--- src/rtl/cache_axi_pkg.sv ---
// -----------------------------------------------------------------------------
// cache_axi_pkg
// Shared constants and types for the cache read-miss to AXI4 read bridge.
//   - request type encodings seen on rd_type
//   - fixed AXI4 read-address field values (burst, size, line length)
//   - bridge state enum
//   - helper that forms the AR address from a latched request
// -----------------------------------------------------------------------------
package cache_axi_pkg;

  localparam logic       RD_TYPE_WORD   = 1'b0;
  localparam logic       RD_TYPE_LINE   = 1'b1;

  localparam logic [1:0] AXI_BURST_INCR = 2'b01;
  localparam logic [2:0] AXI_SIZE_4B    = 3'b010;
  localparam logic [7:0] LINE_ARLEN     = 8'd3;
  localparam logic [7:0] WORD_ARLEN     = 8'd0;

  typedef enum logic [1:0] {
    ST_IDLE = 2'd0,
    ST_AR   = 2'd1,
    ST_R    = 2'd2,
    ST_RESP = 2'd3
  } rd_state_e;

  // Line fetches start at the 16-byte boundary; word fetches use the exact address.
  function automatic logic [31:0] ar_addr_for(input logic rd_type, input logic [31:0] addr);
    if (rd_type == RD_TYPE_LINE) begin
      return {addr[31:4], 4'b0000};
    end
    return addr;
  endfunction

endpackage

--- src/rtl/axi_rd_beat_assembler.sv ---
// -----------------------------------------------------------------------------
// axi_rd_beat_assembler
// Packs up to four 32-bit R beats into a 128-bit buffer, beat i landing in
// bits [32*i+:32]. A 2-bit beat counter selects the slot and wraps.
// Ports:
//   clk, resetn      clock, synchronous active-low reset
//   clear            zero the counter and buffer (new request accepted)
//   beat_we          capture rdata into the current slot and advance
//   rdata [31:0]     incoming beat
//   buf_data [127:0] assembled buffer, held until the next clear
// -----------------------------------------------------------------------------
module axi_rd_beat_assembler (
  input  logic         clk,
  input  logic         resetn,
  input  logic         clear,
  input  logic         beat_we,
  input  logic [31:0]  rdata,
  output logic [127:0] buf_data
);

  logic [1:0]   cnt_q, cnt_d;
  logic [127:0] buf_q, buf_d;

  // Clear wins over a write so a fresh request always starts from an empty buffer.
  always_comb begin
    cnt_d = cnt_q;
    buf_d = buf_q;
    if (clear) begin
      cnt_d = 2'd0;
      buf_d = '0;
    end else if (beat_we) begin
      cnt_d = cnt_q + 2'd1;
      case (cnt_q)
        2'd0:    buf_d[31:0]   = rdata;
        2'd1:    buf_d[63:32]  = rdata;
        2'd2:    buf_d[95:64]  = rdata;
        default: buf_d[127:96] = rdata;
      endcase
    end
  end

  always_ff @(posedge clk) begin
    if (!resetn) begin
      cnt_q <= 2'd0;
      buf_q <= '0;
    end else begin
      cnt_q <= cnt_d;
      buf_q <= buf_d;
    end
  end

  assign buf_data = buf_q;

endmodule

--- src/rtl/cache_axi_rd_bridge.sv ---
// -----------------------------------------------------------------------------
// cache_axi_rd_bridge
// Turns one L1 cache read miss into one AXI4 read (single word or 4-beat INCR
// line), collects the R beats and returns them as a 128-bit ret_data with a
// one-cycle ret_valid pulse. Only one transaction is in flight at a time.
// Ports:
//   clk, resetn                         clock, synchronous active-low reset
//   rd_req/rd_type/rd_addr, rd_rdy      cache request side (accept on rd_req && rd_rdy)
//   ret_valid, ret_data                 cache return side
//   ar*                                 AXI4 read address channel (master)
//   rid/rdata/rresp/rlast/rvalid/rready AXI4 read data channel
// Optional build macro CACHE_RD_PERF_CNT_EN adds perf_req_cnt, perf_wait_cnt
// and the sticky perf_rresp_err outputs; without it rresp is not used.
// -----------------------------------------------------------------------------
module cache_axi_rd_bridge
  import cache_axi_pkg::*;
#(
  parameter int unsigned ID_WIDTH = 4,
  parameter int unsigned AXI_ID   = 0
) (
  input  logic                clk,
  input  logic                resetn,
  input  logic                rd_req,
  input  logic                rd_type,
  input  logic [31:0]         rd_addr,
  output logic                rd_rdy,
  output logic                ret_valid,
  output logic [127:0]        ret_data,
  output logic [ID_WIDTH-1:0] arid,
  output logic [31:0]         araddr,
  output logic [7:0]          arlen,
  output logic [2:0]          arsize,
  output logic [1:0]          arburst,
  output logic [1:0]          arlock,
  output logic [3:0]          arcache,
  output logic [2:0]          arprot,
  output logic                arvalid,
  input  logic                arready,
  input  logic [ID_WIDTH-1:0] rid,
  input  logic [31:0]         rdata,
  input  logic [1:0]          rresp,
  input  logic                rlast,
  input  logic                rvalid,
  output logic                rready
`ifdef CACHE_RD_PERF_CNT_EN
  ,
  output logic [31:0]         perf_req_cnt,
  output logic [31:0]         perf_wait_cnt,
  output logic                perf_rresp_err
`endif
);

  rd_state_e   state_q, state_d;
  logic [31:0] addr_q, addr_d;
  logic        type_q, type_d;
  logic        buf_clear;
  logic        beat_we;
  logic        accept;

  // With a single outstanding read the response ID carries no information.
  logic [ID_WIDTH-1:0] unused_rid;
  assign unused_rid = rid;

  // Next-state and handshake outputs. Every output here is a function of the
  // registered state (plus the channel inputs for transitions), so rd_rdy
  // never depends on rd_req.
  always_comb begin
    state_d   = state_q;
    addr_d    = addr_q;
    type_d    = type_q;
    rd_rdy    = 1'b0;
    arvalid   = 1'b0;
    rready    = 1'b0;
    ret_valid = 1'b0;
    buf_clear = 1'b0;
    beat_we   = 1'b0;
    accept    = 1'b0;
    case (state_q)
      ST_IDLE: begin
        rd_rdy = 1'b1;
        if (rd_req) begin
          accept    = 1'b1;
          addr_d    = rd_addr;
          type_d    = rd_type;
          buf_clear = 1'b1;
          state_d   = ST_AR;
        end
      end
      ST_AR: begin
        arvalid = 1'b1;
        if (arready) begin
          state_d = ST_R;
        end
      end
      ST_R: begin
        rready = 1'b1;
        if (rvalid) begin
          beat_we = 1'b1;
          // An early rlast ends the burst; unfilled slots stay zero.
          if (rlast) begin
            state_d = ST_RESP;
          end
        end
      end
      ST_RESP: begin
        ret_valid = 1'b1;
        state_d   = ST_IDLE;
      end
      default: begin
        state_d = ST_IDLE;
      end
    endcase
  end

  always_ff @(posedge clk) begin
    if (!resetn) begin
      state_q <= ST_IDLE;
      addr_q  <= '0;
      type_q  <= RD_TYPE_WORD;
    end else begin
      state_q <= state_d;
      addr_q  <= addr_d;
      type_q  <= type_d;
    end
  end

  // AR fields come only from the latched request so they stay stable while
  // arvalid waits for arready.
  assign arid    = ID_WIDTH'(AXI_ID);
  assign araddr  = ar_addr_for(type_q, addr_q);
  assign arlen   = (type_q == RD_TYPE_LINE) ? LINE_ARLEN : WORD_ARLEN;
  assign arsize  = AXI_SIZE_4B;
  assign arburst = AXI_BURST_INCR;
  assign arlock  = 2'b00;
  assign arcache = 4'b0000;
  assign arprot  = 3'b000;

  axi_rd_beat_assembler u_beat_asm (
    .clk      (clk),
    .resetn   (resetn),
    .clear    (buf_clear),
    .beat_we  (beat_we),
    .rdata    (rdata),
    .buf_data (ret_data)
  );

`ifdef CACHE_RD_PERF_CNT_EN
  logic [31:0] perf_req_cnt_q, perf_req_cnt_d;
  logic [31:0] perf_wait_cnt_q, perf_wait_cnt_d;
  logic        perf_rresp_err_q, perf_rresp_err_d;

  // Counters wrap naturally at 2^32; the error flag is sticky until reset.
  always_comb begin
    perf_req_cnt_d   = perf_req_cnt_q;
    perf_wait_cnt_d  = perf_wait_cnt_q;
    perf_rresp_err_d = perf_rresp_err_q;
    if (accept) begin
      perf_req_cnt_d = perf_req_cnt_q + 32'd1;
    end
    if ((state_q == ST_AR) || (state_q == ST_R)) begin
      perf_wait_cnt_d = perf_wait_cnt_q + 32'd1;
    end
    if (beat_we && (rresp != 2'b00)) begin
      perf_rresp_err_d = 1'b1;
    end
  end

  always_ff @(posedge clk) begin
    if (!resetn) begin
      perf_req_cnt_q   <= '0;
      perf_wait_cnt_q  <= '0;
      perf_rresp_err_q <= 1'b0;
    end else begin
      perf_req_cnt_q   <= perf_req_cnt_d;
      perf_wait_cnt_q  <= perf_wait_cnt_d;
      perf_rresp_err_q <= perf_rresp_err_d;
    end
  end

  assign perf_req_cnt   = perf_req_cnt_q;
  assign perf_wait_cnt  = perf_wait_cnt_q;
  assign perf_rresp_err = perf_rresp_err_q;
`else
  logic [1:0] unused_rresp;
  logic       unused_accept;
  assign unused_rresp  = rresp;
  assign unused_accept = accept;
`endif

endmodule

--- config.mk ---
export PLATFORM = sky130hd
export DESIGN_NAME = cache_axi_rd_bridge
export DESIGN_NICKNAME = d
export VERILOG_FILES = /design/src/rtl/cache_axi_pkg.sv /design/src/rtl/axi_rd_beat_assembler.sv /design/src/rtl/cache_axi_rd_bridge.sv
export SDC_FILE = /design/constraint.sdc
export NUM_CORES = 1
export LEC_CHECK = 0
export BUFFER_PORTS_ARGS = -buffer_cell sky130_fd_sc_hd__clkbuf_2
export CORE_AREA = 3 3 105 157
export CTS_CLUSTER_DIAMETER = 80
export DETAILED_ROUTE_END_ITERATION = 7
export DIE_AREA = 0 0 108 160
export PLACE_DENSITY = 0.74
export SLEW_MARGIN = 25
export SYNTH_ARGS = -nofsm -noshare
export SYNTH_HDL_FRONTEND = slang
export SYNTH_SLANG_ARGS = --single-unit
--- constraint.sdc ---
create_clock -name clk -period 1.45 [get_ports clk]
set_input_delay 0.0725 -clock clk [delete_from_list [all_inputs] [get_ports clk]]
set_output_delay 0.0725 -clock clk [all_outputs]
set_load 0.01 [all_outputs]
==> impl_metrics.yaml, run 1 <==
run_status:
  outcome: "complete, no violations"
die:
  initial_utilization_pct: 42.6
  core-area_mm2: 0.0152
  ios: 267
  die_h_um: 160
  die_area_mm2: 0.0173
  die_w_um: 108
  rows: 55
clock_tree:
  cts_buffers: 17
  cts_tree: "built"
  clk_latency_ns: 0.42
  htree_levels: 4
  max-clock-path-buffers: 2
  cts.reportedPaths.clkPinSlew_ns: 0.07
  cts-root-buf: "clkbuf_16"
  cts.sinks: 165
setup_path:
  required_ns: 1.76
  ff2ff_setup_slack_ns: 0.02
  cp_max_fo: 4
  criticalPathCategory: "flop to flop"
  r2r-end: "state_q[0]"
  cp-end-kind: "flop"
  startpoint: "state_q[0]"
  cp-start-kind: "flop"
  r2r-start: "state_q[0]"
  cp_cell_sequence: "inv_6, ha_4, nor2b_4, or4_4, o211a_1"
  cp_num_cells: 5
  path_buf_inv: 1
  crit_path_end: "state_q[0]"
  cp.arrival_ns: 1.74
  cp_slowest_cell: "or4_4"
  critPathTopFamily: "simple AND/OR/NAND/NOR gates"
  reg2reg_depth: 5
  cpPeakStageDelay_ns: 0.48
timing:
  finalSetupTns_ns: 0
  setup_violations: 0
  finClkSkew_ns: 0.0133
  hold_viol: 0
  fin_crit_sh_pct: 98.6
  rsz0062_at_grt: "yes"
  slew_violations: 0
  setup_ws_ns: 0.0203
  fmax_mhz: 699
  fin_crit_ns: 1.43
power_and_ir_drop:
  leakagePower_nw: 3.78
  p_per_area_mw_per_mm2: 1330
  peakVddDrop_mv: 0.859
layout:
  fin_util_pct: 59.7
  layout.nets: 1149
  n_antenna_cell: 0
  drive_above_1_share_pct: 30.0
  final_common_cell: "nand2_1"
  fin_area_mm2: 0.00907
  final_cell_mix: "nand2_1 (326), clkbuf_2 (236), dfxtp_1 (163)"
  area_growth_pct: 40.1
global_routing:
  overflow: 0
  grt_max_degree: 57
  antenna_found_initial: 0
  grt_pass1_wl_um: 29000
  grt_use_total_pct: 21.1
  grt_pass1_vias: 5794
drt:
  dr.pass1.iters: 5
  drtIter0Drc: 281
  num_vias: 6118
  drc: 0
  via_per_inst: 4.80
  route.final.wire_length_um: 19700
  ant_nets: 0
  wl_per_cell_um: 15.5
synth:
  yosys-top-cells-area: "dfxtp_1 (51%), nand2_1 (19%), a21oi_1 (10%), buf_4 (6.4%), a21boi_1 (3.5%)"
  synth_seq_cells: 165
  netlist_area_mm2: 0.00648
  syn_avg_cell_area_um2: 8.08
  synth_top_area_cell: "dfxtp_1"
  synth.distinct_cells: 22
  synth_warnings: 0
  synthCells: 802
  ys_seq_area_share_pct: 51.0
  synth_top_area_share_pct: 51.0
placement:
  gp_congestion: 0.814
  placed_area_mm2: 0.00761
  dp_slack_ns: -0.0893
  io_buffer_count: 236
  dpl.hpwl_um: 12300
hold_path:
  hp-class: "input port to flop"
flow_run:
  drv_cap: 0
## cell families after synthesis
| group | count (synthesis) | synth area share, % |
|---|---|---|
| compound gates | 164 | 14.4 |
| xor+xnor | 1 | 0.135 |
| fa+ha+maj | 9 | 1.74 |
| buf+inv | 113 | 11.7 |
| flops | 165 | 51.0 |
| mux | 1 | 0.155 |
| other cells | 2 | 0.116 |
| simple gates | 347 | 20.7 |
## where the power goes
group	total, mW	switching [mW]	leakage [nW]	internal [mW]
clock	4.28	1.92	0.264	2.36
sequential	4.99	0.175	1.34	4.81
combinational	2.77	1.57	2.18	1.20
total	12.0	3.67	3.78	8.37
## through the flow
step / power (mW) / std cells / hold slack, ns
2_1_floorplan: 6.64 / 824 / 0.207
3_3_place_gp: 7.24 / 1171 / 0.294
6_report: 12.0 / 1274 / 0.0634
3_5_place_dp: 7.27 / 1171 / 0.300
5_1_grt: 12.6 / 1274 / 0.0841
4_1_cts: 11.8 / 1268 / 0.0548
## cells in the mapped netlist
master	count
buf_6	12
clkbuf_1	9
o211a_1	1
nand3_1	5
a21boi_0	3
and3_1	4
mux2i_1	1
a21boi_1	30
ha_1	9
conb_1	2
or4_1	1
a21oi_1	129
nand2_1	328
buf_2	32
nor2_1	1
nor2b_1	7
inv_1	5
dfxtp_1	165
a2111oi_4	1
buf_4	55
xnor2_1	1
and2_1	1
## tightest hold or removal path: cells and delay by family
family                 cells  cell delay (ns)
AOI/OAI and AO/OA          1             0.09
buffers and inverters      2             0.18
muxes                      1             0.11
## layer usage
| layer | vias to the layer above | GRT usage (%) | wire length [um] |
|---|---|---|---|
| met5 | - | 0 | 0 |
| met3 | 29 | 5.46 | 1190 |
| met4 | 0 | 7.18 | 495 |
| met2 | 229 | 38.4 | 10300 |
| met1 | 2844 | 23.3 | 7740 |
| li1 | 3016 | - | - |
## sequential cells by signal, indices dropped and copies added, names as in the netlist
name / cells
u_beat_asm.buf_data: 128
addr_q: 32
type_q: 1
state_q: 2
u_beat_asm.cnt_q: 2
## timing repair
item	CTS	global route
endpoints found under the hold margin	161	0
hold buffers	65	0
pin swaps	2	1
resized for setup	12	25
setup endpoints to repair	123	114
cloned	0	5
buffers inserted	1	1
## area by class of cell
cell class / count / area (um2)
fillers: 1351 / 6130
inverters: 5 / 23.8
repair buffers: 328 / 2310
clock buffers: 20 / 467
clock inverters: 11 / 90.1
flip-flops and latches: 165 / 3310
well taps: 199 / 249
multi-input cells: 546 / 2620
## worst min-delay path by stage
stage	slack, ns	end	cells past startpoint	from
3_3_place_gp	0.29	addr_q[9]	3	rd_addr[9]
6_report	0.06	state_q[1]	4	rlast
4_1_cts	0.05	state_q[1]	4	rlast
2_1_floorplan	0.21	addr_q[1]	2	rd_addr[1]
3_5_place_dp	0.30	addr_q[26]	3	rd_addr[26]
5_1_grt	0.08	state_q[1]	4	rlast
Power figures use the tool's default switching activity.
==> run 2: changes to the inputs <==
==> constraint.sdc (replaced) <==
create_clock -name clk -period 1.45 [get_ports clk]
set_input_delay 0.29 -clock clk [delete_from_list [all_inputs] [get_ports clk]]
set_output_delay 0.29 -clock clk [all_outputs]
set_load 0.01 [all_outputs]
==> run 2 against run 1 <==
The run now ends with negative setup slack left. Clock power grew 9.6%. Hold slack gained 0.024 ns. Global-route usage shrank 0.29 points. Critical path depth shrank 2. Sequential power is essentially flat. Wire length shrank 1.6%. Sequential share of layout area grew 0.91 points. Core utilization shrank 1.4 points. Combinational power is essentially flat.
==> impl_metrics.yaml, run 2 (same netlist as run 1, synthesis figures left out) <==
setup_path:
  critPathTopFamily: "flip-flops"
  required_ns: 1.16
  cp-start-kind: "flop"
  cp-end-kind: "primary output"
  cp_cell_sequence: "buf_6, ha_4, buf_6"
  cpPeakStageDelay_ns: 0.38
  path_buf_inv: 2
  path_common_cell: "buf_6"
  criticalPathCategory: "flop to primary output"
  cp.arrival_ns: 1.18
  cp_slowest_cell: "dfxtp_4"
  cp_max_fo: 4
  startpoint: "state_q[1]"
  r2r-start: "state_q[0]"
power_and_ir_drop:
  peakVddDrop_mv: 0.898
  p_per_area_mw_per_mm2: 1400
  leakagePower_nw: 3.73
global_routing:
  grt_pass1_vias: 5543
  grt_pass1_wl_um: 28500
  antenna_found_initial: 0
  grt_max_degree: 56
  grt_use_total_pct: 20.8
  overflow: 0
layout:
  fillers: 1388
  largest_reg_flops: 128
  stdcell_count: 1216
  final_common_cell: "nand2_1"
  fin_area_mm2: 0.00886
  drive_above_1_share_pct: 38.3
  layout.nets: 1090
  final_cell_mix: "nand2_1 (302), clkbuf_2 (232), dfxtp_1 (162)"
  area_growth_pct: 36.8
  n_antenna_cell: 0
timing:
  finClkSkew_ns: 0.0105
  fin_crit_ns: 1.47
  setup_ws_ns: -0.0203
  rsz0062_at_grt: "yes"
  fmax_mhz: 680
  holdWs_ns: 0.0871
  fin_crit_sh_pct: 101
  slew_violations: 0
  finalSetupTns_ns: -0.0572
  setup_violations: 5
  hold_viol: 0
die:
  rows: 55
  core-area_mm2: 0.0152
  die_area_mm2: 0.0173
  die_w_um: 108
  ios: 267
  die_h_um: 160
  initial_utilization_pct: 42.6
placement:
  gp_congestion: 0.799
  placed_cells: 1174
  dpl.hpwl_um: 12600
  io_buffer_count: 236
  placed_area_mm2: 0.00754
clock_tree:
  htree_levels: 4
  cts_buffers: 17
  cts.reportedPaths.clkPinSlew_ns: 0.06
  max-clock-path-buffers: 2
  cts_hold_buf: 0
  cts-root-buf: "clkbuf_16"
  cts_tree: "built"
  cts.sinks: 165
  clk_latency_ns: 0.42
hold_path:
  hp-class: "input port to flop"
  holdCritStartpoint: "rd_addr[19]"
drt:
  dr.pass1.iters: 5
  via_per_inst: 4.87
  drc: 0
  drtIter0Drc: 347
  route.final.wire_length_um: 19400
  num_vias: 5927
  ant_nets: 0
  wl_per_cell_um: 15.9
run_status:
  outcome: "finished, violations left"
  failed_checks: "negative setup slack"
flow_run:
  drv_cap: 0
## run 2: repair_timing
| action | CTS | global route |
|---|---|---|
| pin swaps | 2 | 39 |
| endpoints found under the setup margin | 117 | 123 |
| cloned | 2 | 6 |
| gates resized for setup | 27 | 128 |
| buffers inserted | 2 | 0 |
## run 2: final cells by class
cell class | instances | area, um2 | share of cell area, %
multi-input cells | 546 | 2930 | 33.1
inverters | 5 | 26.3 | 0.297
clock inverters | 13 | 170 | 1.92
repair buffers | 269 | 1740 | 19.6
well taps | 199 | 249 | 2.81
clock buffers | 19 | 433 | 4.89
flip-flops and latches | 165 | 3310 | 37.4
## run 2: path summary, 6_finish.rpt
kind	end	slack [ns]	cells after the start
setup reg to reg	state_q[0]	-0.01	5
setup / recovery	ret_valid	-0.02	3
hold reg to reg	addr_q[3]	0.45	2
hold / removal	addr_q[19]	0.09	3
## run 2: report_power, final
part           internal (mW)  total (mW)  leakage [nW]  switching [mW]
registers               4.81        5.00          1.34           0.187
logic                   1.14        2.76          2.10            1.62
clock network           2.75        4.69         0.291            1.94
## run 2: layer usage
| layer | up-vias | wire length [um] | share of wire [%] | GRT usage [%] |
|---|---|---|---|---|
| met1 | 2775 | 7490 | 39 | 23.7 |
| met2 | 220 | 10200 | 53 | 37.6 |
| met5 | - | 0 | 0 | 0 |
| met4 | 0 | 498 | 2.6 | 6.84 |
| li1 | 2899 | - | - | - |
| met3 | 33 | 1160 | 6.0 | 4.77 |
## run 2: worst reg2reg max path, stage by stage (launching register included)
cell	delay [ns]
dfxtp_4	0.40
inv_6	0.06
ha_4	0.16
buf_6	0.12
or4_4	0.49
o211a_1	0.13
## run 2: through the flow
stage                     util [%]  total power [mW]  worst slack, ns
after global routing          58.2              13.0          -0.0593
after floorplan                  -              6.64         0.000586
after global placement        49.6              7.22          -0.0451
after detailed placement      49.6              7.27          -0.0990
after CTS                     54.3              12.2          -0.0295
final                         58.2              12.4          -0.0203
